File: config.mk
export PLATFORM = sky130hd
export DESIGN_NAME = detect_edges_filtered_flat
export DESIGN_NICKNAME = d
export VERILOG_FILES = /design/src/rtl/detect_edges_filtered_if.sv /design/src/rtl/detect_edges_filtered.sv /design/src/flat_wrapper.sv
export SDC_FILE = /design/constraint.sdc
export NUM_CORES = 1
export LEC_CHECK = 0
export BUFFER_PORTS_ARGS = -buffer_cell sky130_fd_sc_hd__buf_2
export CAP_MARGIN = 10
export CELL_PAD_IN_SITES_DETAIL_PLACEMENT = 0
export CELL_PAD_IN_SITES_GLOBAL_PLACEMENT = 1
export CORE_UTILIZATION = 39
export CTS_BUF_LIST = sky130_fd_sc_hd__clkbuf_4
export DETAILED_ROUTE_END_ITERATION = 16
export GPL_TIMING_DRIVEN = 0
export PLACE_DENSITY = 0.8
export SETUP_SLACK_MARGIN = 0.4
export SLEW_MARGIN = 10
export SYNTH_ARGS = -nofsm -noshare
export SYNTH_HDL_FRONTEND = slang
export SYNTH_SLANG_ARGS = --single-unit
export TNS_END_PERCENT = 5
File: constraint.sdc
create_clock -name clk -period 1.1 [get_ports clk]
set_clock_uncertainty 0.1 [all_clocks]
set_input_delay 0.22 -clock clk [delete_from_list [all_inputs] [get_ports clk]]
set_output_delay 0.22 -clock clk [all_outputs]
set_load 0.05 [all_outputs]
File: src/rtl/detect_edges_filtered_if.sv
// Signal bundle for the filtered multi-channel edge detector.
// master: drives raw inputs, clears and enables; slave: the detector itself.
interface detect_edges_filtered_if #(
    parameter int N = 4
);
    logic [N-1:0] x;
    logic [N-1:0] level;
    logic [N-1:0] rise;
    logic [N-1:0] fall;
    logic [N-1:0] rise_flag;
    logic [N-1:0] fall_flag;
    logic [N-1:0] clr_rise;
    logic [N-1:0] clr_fall;
    logic [N-1:0] rise_en;
    logic [N-1:0] fall_en;
    logic         irq;

    modport master (
        output x, clr_rise, clr_fall, rise_en, fall_en,
        input  level, rise, fall, rise_flag, fall_flag, irq
    );

    modport slave (
        input  x, clr_rise, clr_fall, rise_en, fall_en,
        output level, rise, fall, rise_flag, fall_flag, irq
    );
endinterface

File: src/rtl/detect_edges_filtered.sv
// Multi-channel edge detector: optional synchroniser, glitch filter,
// registered rise/fall pulses, sticky flags with clear, maskable irq.
// Ports: clk, aresetn (async active-low), bus (slave side of the
// detect_edges_filtered_if bundle: x, level, rise, fall, flags, clears,
// enables, irq).
module detect_edges_filtered #(
    parameter int             N             = 4,
    parameter int             SYNC_STAGES   = 2,
    parameter int             FILTER_CYCLES = 4,
    parameter logic [N-1:0]   RESET_VALUE   = '0
) (
    input  logic                        clk,
    input  logic                        aresetn,
    detect_edges_filtered_if.slave      bus
);
    localparam int CW = $clog2(FILTER_CYCLES + 1);
    localparam logic [CW-1:0] CMAX = CW'(FILTER_CYCLES - 1);

    logic [N-1:0]  s;
    logic [CW-1:0] cnt [N];
    logic [N-1:0]  level_q;
    logic [N-1:0]  level_d;
    logic [N-1:0]  rise_q;
    logic [N-1:0]  fall_q;
    logic [N-1:0]  rflag_q;
    logic [N-1:0]  fflag_q;

    if (SYNC_STAGES == 0) begin : g_nosync
        assign s = bus.x;
    end else begin : g_sync
        logic [N-1:0] q [SYNC_STAGES];

        always_ff @(posedge clk or negedge aresetn) begin
            if (!aresetn) begin
                for (int k = 0; k < SYNC_STAGES; k++)
                    q[k] <= RESET_VALUE;
            end else begin
                q[0] <= bus.x;
                for (int k = 1; k < SYNC_STAGES; k++)
                    q[k] <= q[k-1];
            end
        end

        assign s = q[SYNC_STAGES-1];
    end

    // A level change is accepted only after FILTER_CYCLES consecutive
    // differing samples; any matching sample restarts the count.
    // Pulses come from comparing level with its own delayed copy, so
    // they trail the level change by one edge and reset cannot fake one.
    always_ff @(posedge clk or negedge aresetn) begin
        if (!aresetn) begin
            for (int i = 0; i < N; i++)
                cnt[i] <= '0;
            level_q <= RESET_VALUE;
            level_d <= RESET_VALUE;
            rise_q  <= '0;
            fall_q  <= '0;
            rflag_q <= '0;
            fflag_q <= '0;
        end else begin
            for (int i = 0; i < N; i++) begin
                if (s[i] == level_q[i]) begin
                    cnt[i] <= '0;
                end else if (cnt[i] == CMAX) begin
                    level_q[i] <= s[i];
                    cnt[i]     <= '0;
                end else begin
                    cnt[i] <= cnt[i] + 1'b1;
                end
            end
            level_d <= level_q;
            rise_q  <= level_q & ~level_d;
            fall_q  <= ~level_q & level_d;
            // set has priority over a simultaneous clear
            rflag_q <= rise_q | (rflag_q & ~bus.clr_rise);
            fflag_q <= fall_q | (fflag_q & ~bus.clr_fall);
        end
    end

    assign bus.level     = level_q;
    assign bus.rise      = rise_q;
    assign bus.fall      = fall_q;
    assign bus.rise_flag = rflag_q;
    assign bus.fall_flag = fflag_q;
    assign bus.irq       = |((rflag_q & bus.rise_en) |
                             (fflag_q & bus.fall_en));
endmodule

File: src/flat_wrapper.sv
// flat-port wrapper written by rule: the top's interface ports become plain ports
module detect_edges_filtered_flat 
#(
    parameter int             N             = 4,
    parameter int             SYNC_STAGES   = 2,
    parameter int             FILTER_CYCLES = 4,
    parameter logic [N-1:0]   RESET_VALUE   = '0
)
  (clk, aresetn, bus_x, bus_clr_rise, bus_clr_fall, bus_rise_en, bus_fall_en, bus_level, bus_rise, bus_fall, bus_rise_flag, bus_fall_flag, bus_irq);
  detect_edges_filtered_if #(.N(N)) bus_i ();
  input  logic clk;
  input  logic aresetn;
  input wire logic [$bits(bus_i.x)-1:0] bus_x;
  input wire logic [$bits(bus_i.clr_rise)-1:0] bus_clr_rise;
  input wire logic [$bits(bus_i.clr_fall)-1:0] bus_clr_fall;
  input wire logic [$bits(bus_i.rise_en)-1:0] bus_rise_en;
  input wire logic [$bits(bus_i.fall_en)-1:0] bus_fall_en;
  output wire logic [$bits(bus_i.level)-1:0] bus_level;
  output wire logic [$bits(bus_i.rise)-1:0] bus_rise;
  output wire logic [$bits(bus_i.fall)-1:0] bus_fall;
  output wire logic [$bits(bus_i.rise_flag)-1:0] bus_rise_flag;
  output wire logic [$bits(bus_i.fall_flag)-1:0] bus_fall_flag;
  output wire logic [$bits(bus_i.irq)-1:0] bus_irq;
  assign bus_i.x = bus_x;
  assign bus_i.clr_rise = bus_clr_rise;
  assign bus_i.clr_fall = bus_clr_fall;
  assign bus_i.rise_en = bus_rise_en;
  assign bus_i.fall_en = bus_fall_en;
  assign bus_level = bus_i.level;
  assign bus_rise = bus_i.rise;
  assign bus_fall = bus_i.fall;
  assign bus_rise_flag = bus_i.rise_flag;
  assign bus_fall_flag = bus_i.fall_flag;
  assign bus_irq = bus_i.irq;
  detect_edges_filtered #(.N(N), .SYNC_STAGES(SYNC_STAGES), .FILTER_CYCLES(FILTER_CYCLES), .RESET_VALUE(RESET_VALUE)) u_core (.clk(clk), .aresetn(aresetn), .bus(bus_i));
endmodule
### Word level (Yosys, flattened, before mapping)

Cells that the tools add are included.

| word-level totals | value |
|---|---|
| flip-flop bits (word level) | 44 |
| input bits | 22 |

| cells by class | value |
|---|---|
| $add $sub $neg | 4 |
| equal/unequal tests | 8 |
| multiplexer cells | 8 |
| bitwise operators | 17 |
| reductions and logical operators | 5 |

Operators with widths:

| operator | count |
|---|---|
| bitwise AND 4 bit | 6 |
| 2-to-1 mux 3 bit | 8 |
| inverter 4 bit | 4 |
| adder 3 x 1 -> 3 bit (second input constant) | 4 |
| == test 3 x 2 -> 1 bit (second input constant) | 4 |
| OR 4 bit | 3 |
| AND reduction 2 bit | 4 |
| == test 1 bit | 4 |
| inverter 1 bit | 4 |
| OR reduction 4 bit | 1 |

### Logic depth before layout (Yosys ltp)

Gate-level depths: netlist of the first run.

| logic depth | value |
|---|---|
| word-level depth | 3 |
| mapped depth | 3 |
| depth with buffers taken out | 3 |

### Least setup slack after synthesis of the first run

OpenSTA, ideal clock, no wires.

| path | value |
|---|---|
| kind | register -> output |
| start point | reg u_core.rflag_q[2] (netlist: u_core.bus.rise_flag[2]) |
| end point | out bus_irq |
| data arrival time | 1.301 ns |
| data required time | 0.780 ns |
| slack | -0.521 ns |
| stages on the path, launching flop included | 3 |
| buffers on the path | 0 |
| path through | dfrtp_1 -> a22oi_1 -> nand4_1 |

| between the ends | value |
|---|---|
| cells in the longest elaborated chain, start to end | 3 |

RTL lines:

| what | line | RTL |
|---|---|---|
| start: declaration | detect_edges_filtered.sv:25 | `logic [N-1:0] rflag_q;` |
| start signal: assignment | detect_edges_filtered.sv:76 | `rflag_q <= rise_q \| (rflag_q & ~bus.clr_rise);` |
| bitwise AND 4 bit | detect_edges_filtered.sv:86 | `assign bus.irq = \|((rflag_q & bus.rise_en) \|` |
| OR 4 bit | detect_edges_filtered.sv:86 |  |
| OR reduction 4 bit | detect_edges_filtered.sv:86 |  |
| end: declaration | flat_wrapper.sv:23 | `output wire logic [$bits(bus_i.irq)-1:0] bus_irq;` |

Every way passes these cells.

### Worst setup path in the final report of the first run

| path | value |
|---|---|
| start point | reg u_core.fflag_q[3] (netlist: u_core.bus.fall_flag[3]) |
| end point | out bus_irq |

| between the ends | value |
|---|---|
| cells in the longest elaborated chain, start to end | 3 |

RTL lines:

| what | line | RTL |
|---|---|---|
| start: declaration | detect_edges_filtered.sv:26 | `logic [N-1:0] fflag_q;` |
| start signal: assignment | detect_edges_filtered.sv:77 | `fflag_q <= fall_q \| (fflag_q & ~bus.clr_fall);` |
| bitwise AND 4 bit | detect_edges_filtered.sv:87 | `(fflag_q & bus.fall_en));` |
| OR 4 bit | detect_edges_filtered.sv:86 |  |
| OR reduction 4 bit | detect_edges_filtered.sv:86 |  |

Every way passes these cells.

==> results.ini, run 1 <==
[worst_setup_path]
crit_arrival_ps=1260
end_kind=primary output
path_cells=a22oi_1 -> nand4_1 -> buf_6
cp.required_ps=780
crit_path_start_kind=flip-flop
rr_startpoint=u_core.cnt[9]
worst-path-max-fanout=2
criticalPathCategory=flip-flop to primary output
crit_path_top_delay_cell=dfrtp_2
cp-startpoint=u_core.bus.fall_flag[3]
r2r_setup_slack_ps=-200
slowest_delay_ps=450

[drt]
firstDrtPassIters=2
vias_per_cell=4.63
ant_nets=0
finalWirelength_um=2860
via_count=987
drt-wirelength-per-cell_um=13.4
initialDrtViolationCount=9
drc_errors=0

[timing]
finalCritPeriodShare_pct=144
tightestPinTransition_ps=517
tns_ps=-5280
final_hold_viol_count=44
relSlewSlack_pct=65.5
hold_slack_ps=-277
setup_slack_ps=-481
rsz0062_at_grt=yes
final.min_clock_period_ps=1580
setup_viol=25
max_freq_mhz=632
final_max_slew_viol_count=0

[global_routing]
grt_usage_pct=15.6
grt_max_degree=45
antenna_found_initial=0
grt-ovfl-total=0
grt_first_pass_wirelength_um=4660
first_global_vias=1028

[place]
gp_congestion=0.705
port-buffer-count=42
place_hpwl_um=1780

[synth]
syn_area_um2=1540
synth-adder-area-share_pct=3.25
synth_fp_nets=127
synth_compound_area_share_pct=5.86
yosysUniqueCellTypes=13
yosys.area_share.simple_pct=12.1
synth_top_family_by_area=simple AND/OR/NAND/NOR gates
synthMuxAreaShare_pct=2.93
synth-xor-area-share_pct=2.28
ys_seq_area_share_pct=71.6
postSynthAreaPerCell_um2=15.2
ys_warn_count=0
ys_ff_latch=44
syn_inst=101

[final_layout]
mostFrequentLayoutCells=dfrtp_1 (34), buf_6 (23), buf_2 (20)
syn2layout_area_growth_pct=47.8
drive_gt1_share_pct=57.0
diodes=0
final_nets=190
final_common_cell=dfrtp_1
n_fill_cell=295
post-route-util_pct=61.2

[clock_tree]
root_buffer=clkbuf_4
clock-sinks=44
cts_tree=built
clockBufferDepth=2
htreeDepth=2
cts_made_buffers=5
clk_pin_slew_ps=130
clock_latency_ps=360

[power_and_ir_drop]
p_leak_nw=1.14
cellPowerDensity_nw_per_um2=3200
power_mw=7.28
ir_worst_vdd_mv=1.30

[floorplanning]
num_rows=22
die_w_um=64.8
start_util_pct=41.4
io_pins=43
die_area_um2=4200
die_h_um=64.8
core_um2=3720

[outcome]
status=finished, violations left
violations=negative hold slack, negative setup slack

[min_path]
hold_class=input port to async pin

[job]
drv_cap=0

-- state kept, by name, summed over array words and instances (netlist names) --
signal and flops:
u_core.level_d 4, u_core.bus.rise_flag 4, u_core.g_sync.q 4, u_core.bus.fall_flag 4, u_core.bus.rise 4, u_core.bus.fall 4
u_core.bus.level 4, u_core.s 4, u_core.cnt 12
-- metrics by stage --
step | area [um^2] | setup slack, ps | hold WS, ps | cells
2_1_floorplan | 1560 | -417 | -176 | 101
3_3_place_gp | 1830 | -160 | 227 | 191
3_5_place_dp | 1830 | -176 | 230 | 191
4_1_cts | 2130 | -498 | -264 | 207
5_1_grt | 2270 | -550 | -245 | 213
6_report | 2270 | -481 | -277 | 213
-- cell usage after synthesis (all sizes together) --
| master | count | area, um^2 |
|---|---|---|
| dfrtp | 44 | 1100 |
| nor2b | 10 | 85.1 |
| a21o | 8 | 60.1 |
| inv | 8 | 30.0 |
| nor3b | 7 | 52.6 |
| a22oi | 4 | 30.0 |
| ha | 4 | 50.1 |
| mux2 | 4 | 45.0 |
| nor3 | 4 | 20.0 |
| xnor2 | 4 | 35.0 |
| and2b | 3 | 22.5 |
| nand4 | 1 | 6.26 |
-- layout make-up --
class                      instances  area, um^2  area share [%]
multi-input combinational         49         524            23.1
timing repair buffer              56         494            21.7
sequential                        44        1110            49.0
clock buffer                       5        37.5            1.65
inverter                           8        30.0            1.32
tap                               48        60.1            2.64
clock inverter                     3        13.8           0.605
-- per-layer routing --
metal / GRT usage, % / vias to the layer above / share of wire, %
li1: - / 464 / -
met1: 15.4 / 485 / 36
met2: 27.9 / 29 / 54
met3: 5.81 / 9 / 5.7
met4: 8.61 / 0 / 3.4
met5: 0 / - / 0
-- cell families (layout without fill, tap and decap cells) --
logic type,Yosys count,in the layout
adder cells (fa/ha/maj),4,4
buffers and inverters,8,72
multiplexers,4,4
XOR/XNOR,4,4
flip-flops,44,44
AO/OA/AOI/OAI,12,12
AND/OR/NAND/NOR,25,25
-- power breakdown --
| group | switching (mW) | internal, mW | leakage [nW] |
|---|---|---|---|
| registers | 0.452 | 2.22 | 0.538 |
| clock network | 0.501 | 0.235 | 0.0324 |
| logic | 2.11 | 1.76 | 0.569 |
-- worst max-delay path: cells and delay by family (launching register included) --
family / cells / cell delay, ps
simple gates: 1 / 130
buf+inv: 1 / 170
compound gates: 1 / 160
flops: 1 / 450
-- path summary, 6_finish.rpt --
kind / endpoint / depth (start not counted)
setup / recovery: bus_irq / 3
max in group asynchronous: u_core.bus.level[1] / 1
hold reg to reg: u_core.s[2] / 0
setup reg to reg: u_core.bus.level[0] / 3
hold / removal: u_core.cnt[2] / 1
min in group clk: u_core.bus.fall_flag[2] / 3
-- what timing repair did --
action | CTS | global route
pin swaps | 11 | 5
cloned | 0 | 0
buffers inserted | 7 | 3
gates resized for setup | 53 | 25
hold buffers | 1 | 3
hold endpoints to repair | 48 | 47
setup endpoints to repair | 97 | 57
Note: power is estimated with default switching activity, not from simulation.
==> run 2: changes to the inputs <==
Settings changed: CORE_MARGIN from default to 2.
==> results.ini, run 2 (synthesis gave the netlist of run 1 again) <==
[outcome]
status=finished, violations left  ; unchanged
violations=negative hold slack, negative setup slack  ; unchanged

[drt]
drc_errors=0  ; unchanged
ant_nets=0  ; unchanged
drt-wirelength-per-cell_um=12.9  ; was 13.4 um
finalWirelength_um=2710  ; was 2860 um
firstDrtPassIters=3  ; was 2
via_count=954  ; was 987
vias_per_cell=4.54  ; was 4.63
initialDrtViolationCount=21  ; was 9

[worst_setup_path]
cp.required_ps=780  ; about the same
criticalPathCategory=flip-flop to primary output  ; unchanged
crit_path_start_kind=flip-flop  ; unchanged
slowest_delay_ps=450  ; about the same
worst-path-max-fanout=3  ; was 2
end_kind=primary output  ; unchanged
crit_path_top_delay_cell=dfrtp_2  ; unchanged
path_delay_family=flip-flops  ; unchanged
crit_arrival_ps=1260  ; about the same
worst-path-buf-inv=1  ; unchanged
path_cells=a22oi_2 -> nand4_1 -> buf_6  ; was a22oi_1 -> nand4_1 -> buf_6

[clock_tree]
root_buffer=clkbuf_4  ; unchanged
htreeDepth=2  ; unchanged
clock_latency_ps=340  ; was 360 ps
clk_pin_slew_ps=120  ; was 130 ps
clock-sinks=44  ; unchanged
cts_made_buffers=5  ; unchanged
cts_hold_buf=4  ; was 1
cts_tree=built  ; unchanged
clockBufferDepth=2  ; unchanged

[place]
dp.cells=191  ; unchanged
gp_congestion=0.688  ; was 0.705
place_area_um2=1830  ; unchanged
port-buffer-count=42  ; unchanged
preCtsSetupSlack_ps=-210  ; was -176 ps
place_hpwl_um=1830  ; was 1780 um

[job]
drv_cap=0  ; unchanged

[global_routing]
grt-ovfl-total=0  ; unchanged
grt_usage_pct=14.0  ; was 15.6%
grt_first_pass_wirelength_um=4530  ; was 4660 um
first_global_vias=1072  ; was 1028
grt_max_degree=45  ; unchanged
antenna_found_initial=0  ; unchanged

[power_and_ir_drop]
ir_worst_vdd_mv=1.54  ; was 1.30 mV
cellPowerDensity_nw_per_um2=3150  ; was 3200 nW/um^2
p_leak_nw=1.14  ; about the same

[final_layout]
final_common_cell=dfrtp_1  ; unchanged
ff_latch_area_um2=1110  ; unchanged
final_nets=187  ; was 190
design_area_um2=2250  ; was 2270 um^2
multi_input_area_um2=527  ; was 524 um^2
top_register=u_core.cnt  ; unchanged
layout.cells.non_filler=210  ; was 213
n_fill_cell=307  ; was 295
syn2layout_area_growth_pct=46.5  ; was 47.8%
post-route-util_pct=60.6  ; was 61.2%
largest_register_ffs=12  ; unchanged
drive_gt1_share_pct=54.9  ; was 57.0%
mostFrequentLayoutCells=dfrtp_1 (34), buf_6 (24), buf_2 (20)  ; was dfrtp_1 (34), buf_6 (23), buf_2 (20)
diodes=0  ; unchanged

[floorplanning]
die_w_um=66.8  ; was 64.8 um
num_rows=22  ; unchanged
start_util_pct=41.4  ; unchanged
core_um2=3720  ; unchanged
die_h_um=66.8  ; was 64.8 um
die_area_um2=4460  ; was 4200 um^2
io_pins=43  ; unchanged

[timing]
setup_slack_ps=-481  ; about the same
final_hold_viol_count=44  ; unchanged
max_freq_mhz=632  ; about the same
relSlewSlack_pct=65.2  ; was 65.5%
rsz0062_at_grt=yes  ; unchanged
finalCritPeriodShare_pct=144  ; about the same
setup_viol=25  ; unchanged
tightestPinTransition_ps=521  ; was 517 ps
final_max_slew_viol_count=0  ; unchanged
hold_slack_ps=-254  ; was -277 ps
final.min_clock_period_ps=1580  ; about the same

[min_path]
hold_class=input port to async pin  ; unchanged

## run 2: worst reg2reg max path: stages (launching register included)
cell and delay, ps:
dfrtp_1 380, ha_2 190, nor2b_4 180, mux2_4 310
## run 2: power breakdown
part / total (mW) / internal [mW] / switching [mW]
logic: 3.72 / 1.66 / 2.06
registers: 2.67 / 2.22 / 0.447
clock network: 0.709 / 0.235 / 0.474
total: 7.10 / 4.12 / 2.98
## run 2: metal layers
layer	GRT usage (%)	wire length, um
met5	0	0
met3	5.07	122
met4	5.36	41
met2	25.6	1530
met1	14.4	1010
## run 2: final timing paths
kind / from / cells after the start / slack, ps / end
hold / removal: aresetn / 1 / -250 / u_core.cnt[1]
setup / recovery: u_core.bus.rise_flag[0] / 3 / -480 / bus_irq
setup reg to reg: u_core.cnt[0] / 3 / -160 / u_core.bus.level[3]
max in group asynchronous: aresetn / 1 / 780 / u_core.bus.fall_flag[0]
min in group clk: bus_clr_fall[0] / 3 / 40 / u_core.bus.fall_flag[0]
hold reg to reg: u_core.g_sync.q[6] / 0 / 260 / u_core.s[2]
## run 2: final cells by class
class,count,share of cell area (%)
sequential,44,49.4
multi-input combinational,49,23.4
timing repair buffer,53,20.9
tap,48,2.67
clock buffer,5,1.67
inverter,8,1.33
clock inverter,3,0.611
## run 2: through the flow
step           setup TNS [ps]  total power [mW]
5_1_grt                 -5620              7.44
6_report                -4470              7.10
4_1_cts                 -4950              6.98
3_5_place_dp            -2770              5.30
3_3_place_gp            -1210              5.19
2_1_floorplan           -1630              4.62
## run 2: timing repair
item | CTS | global route
setup buffers | 7 | 0
gates resized for setup | 60 | 16
setup endpoints to repair | 98 | 60
hold endpoints to repair | 48 | 44
pin swaps | 11 | 8
cloned | 0 | 0
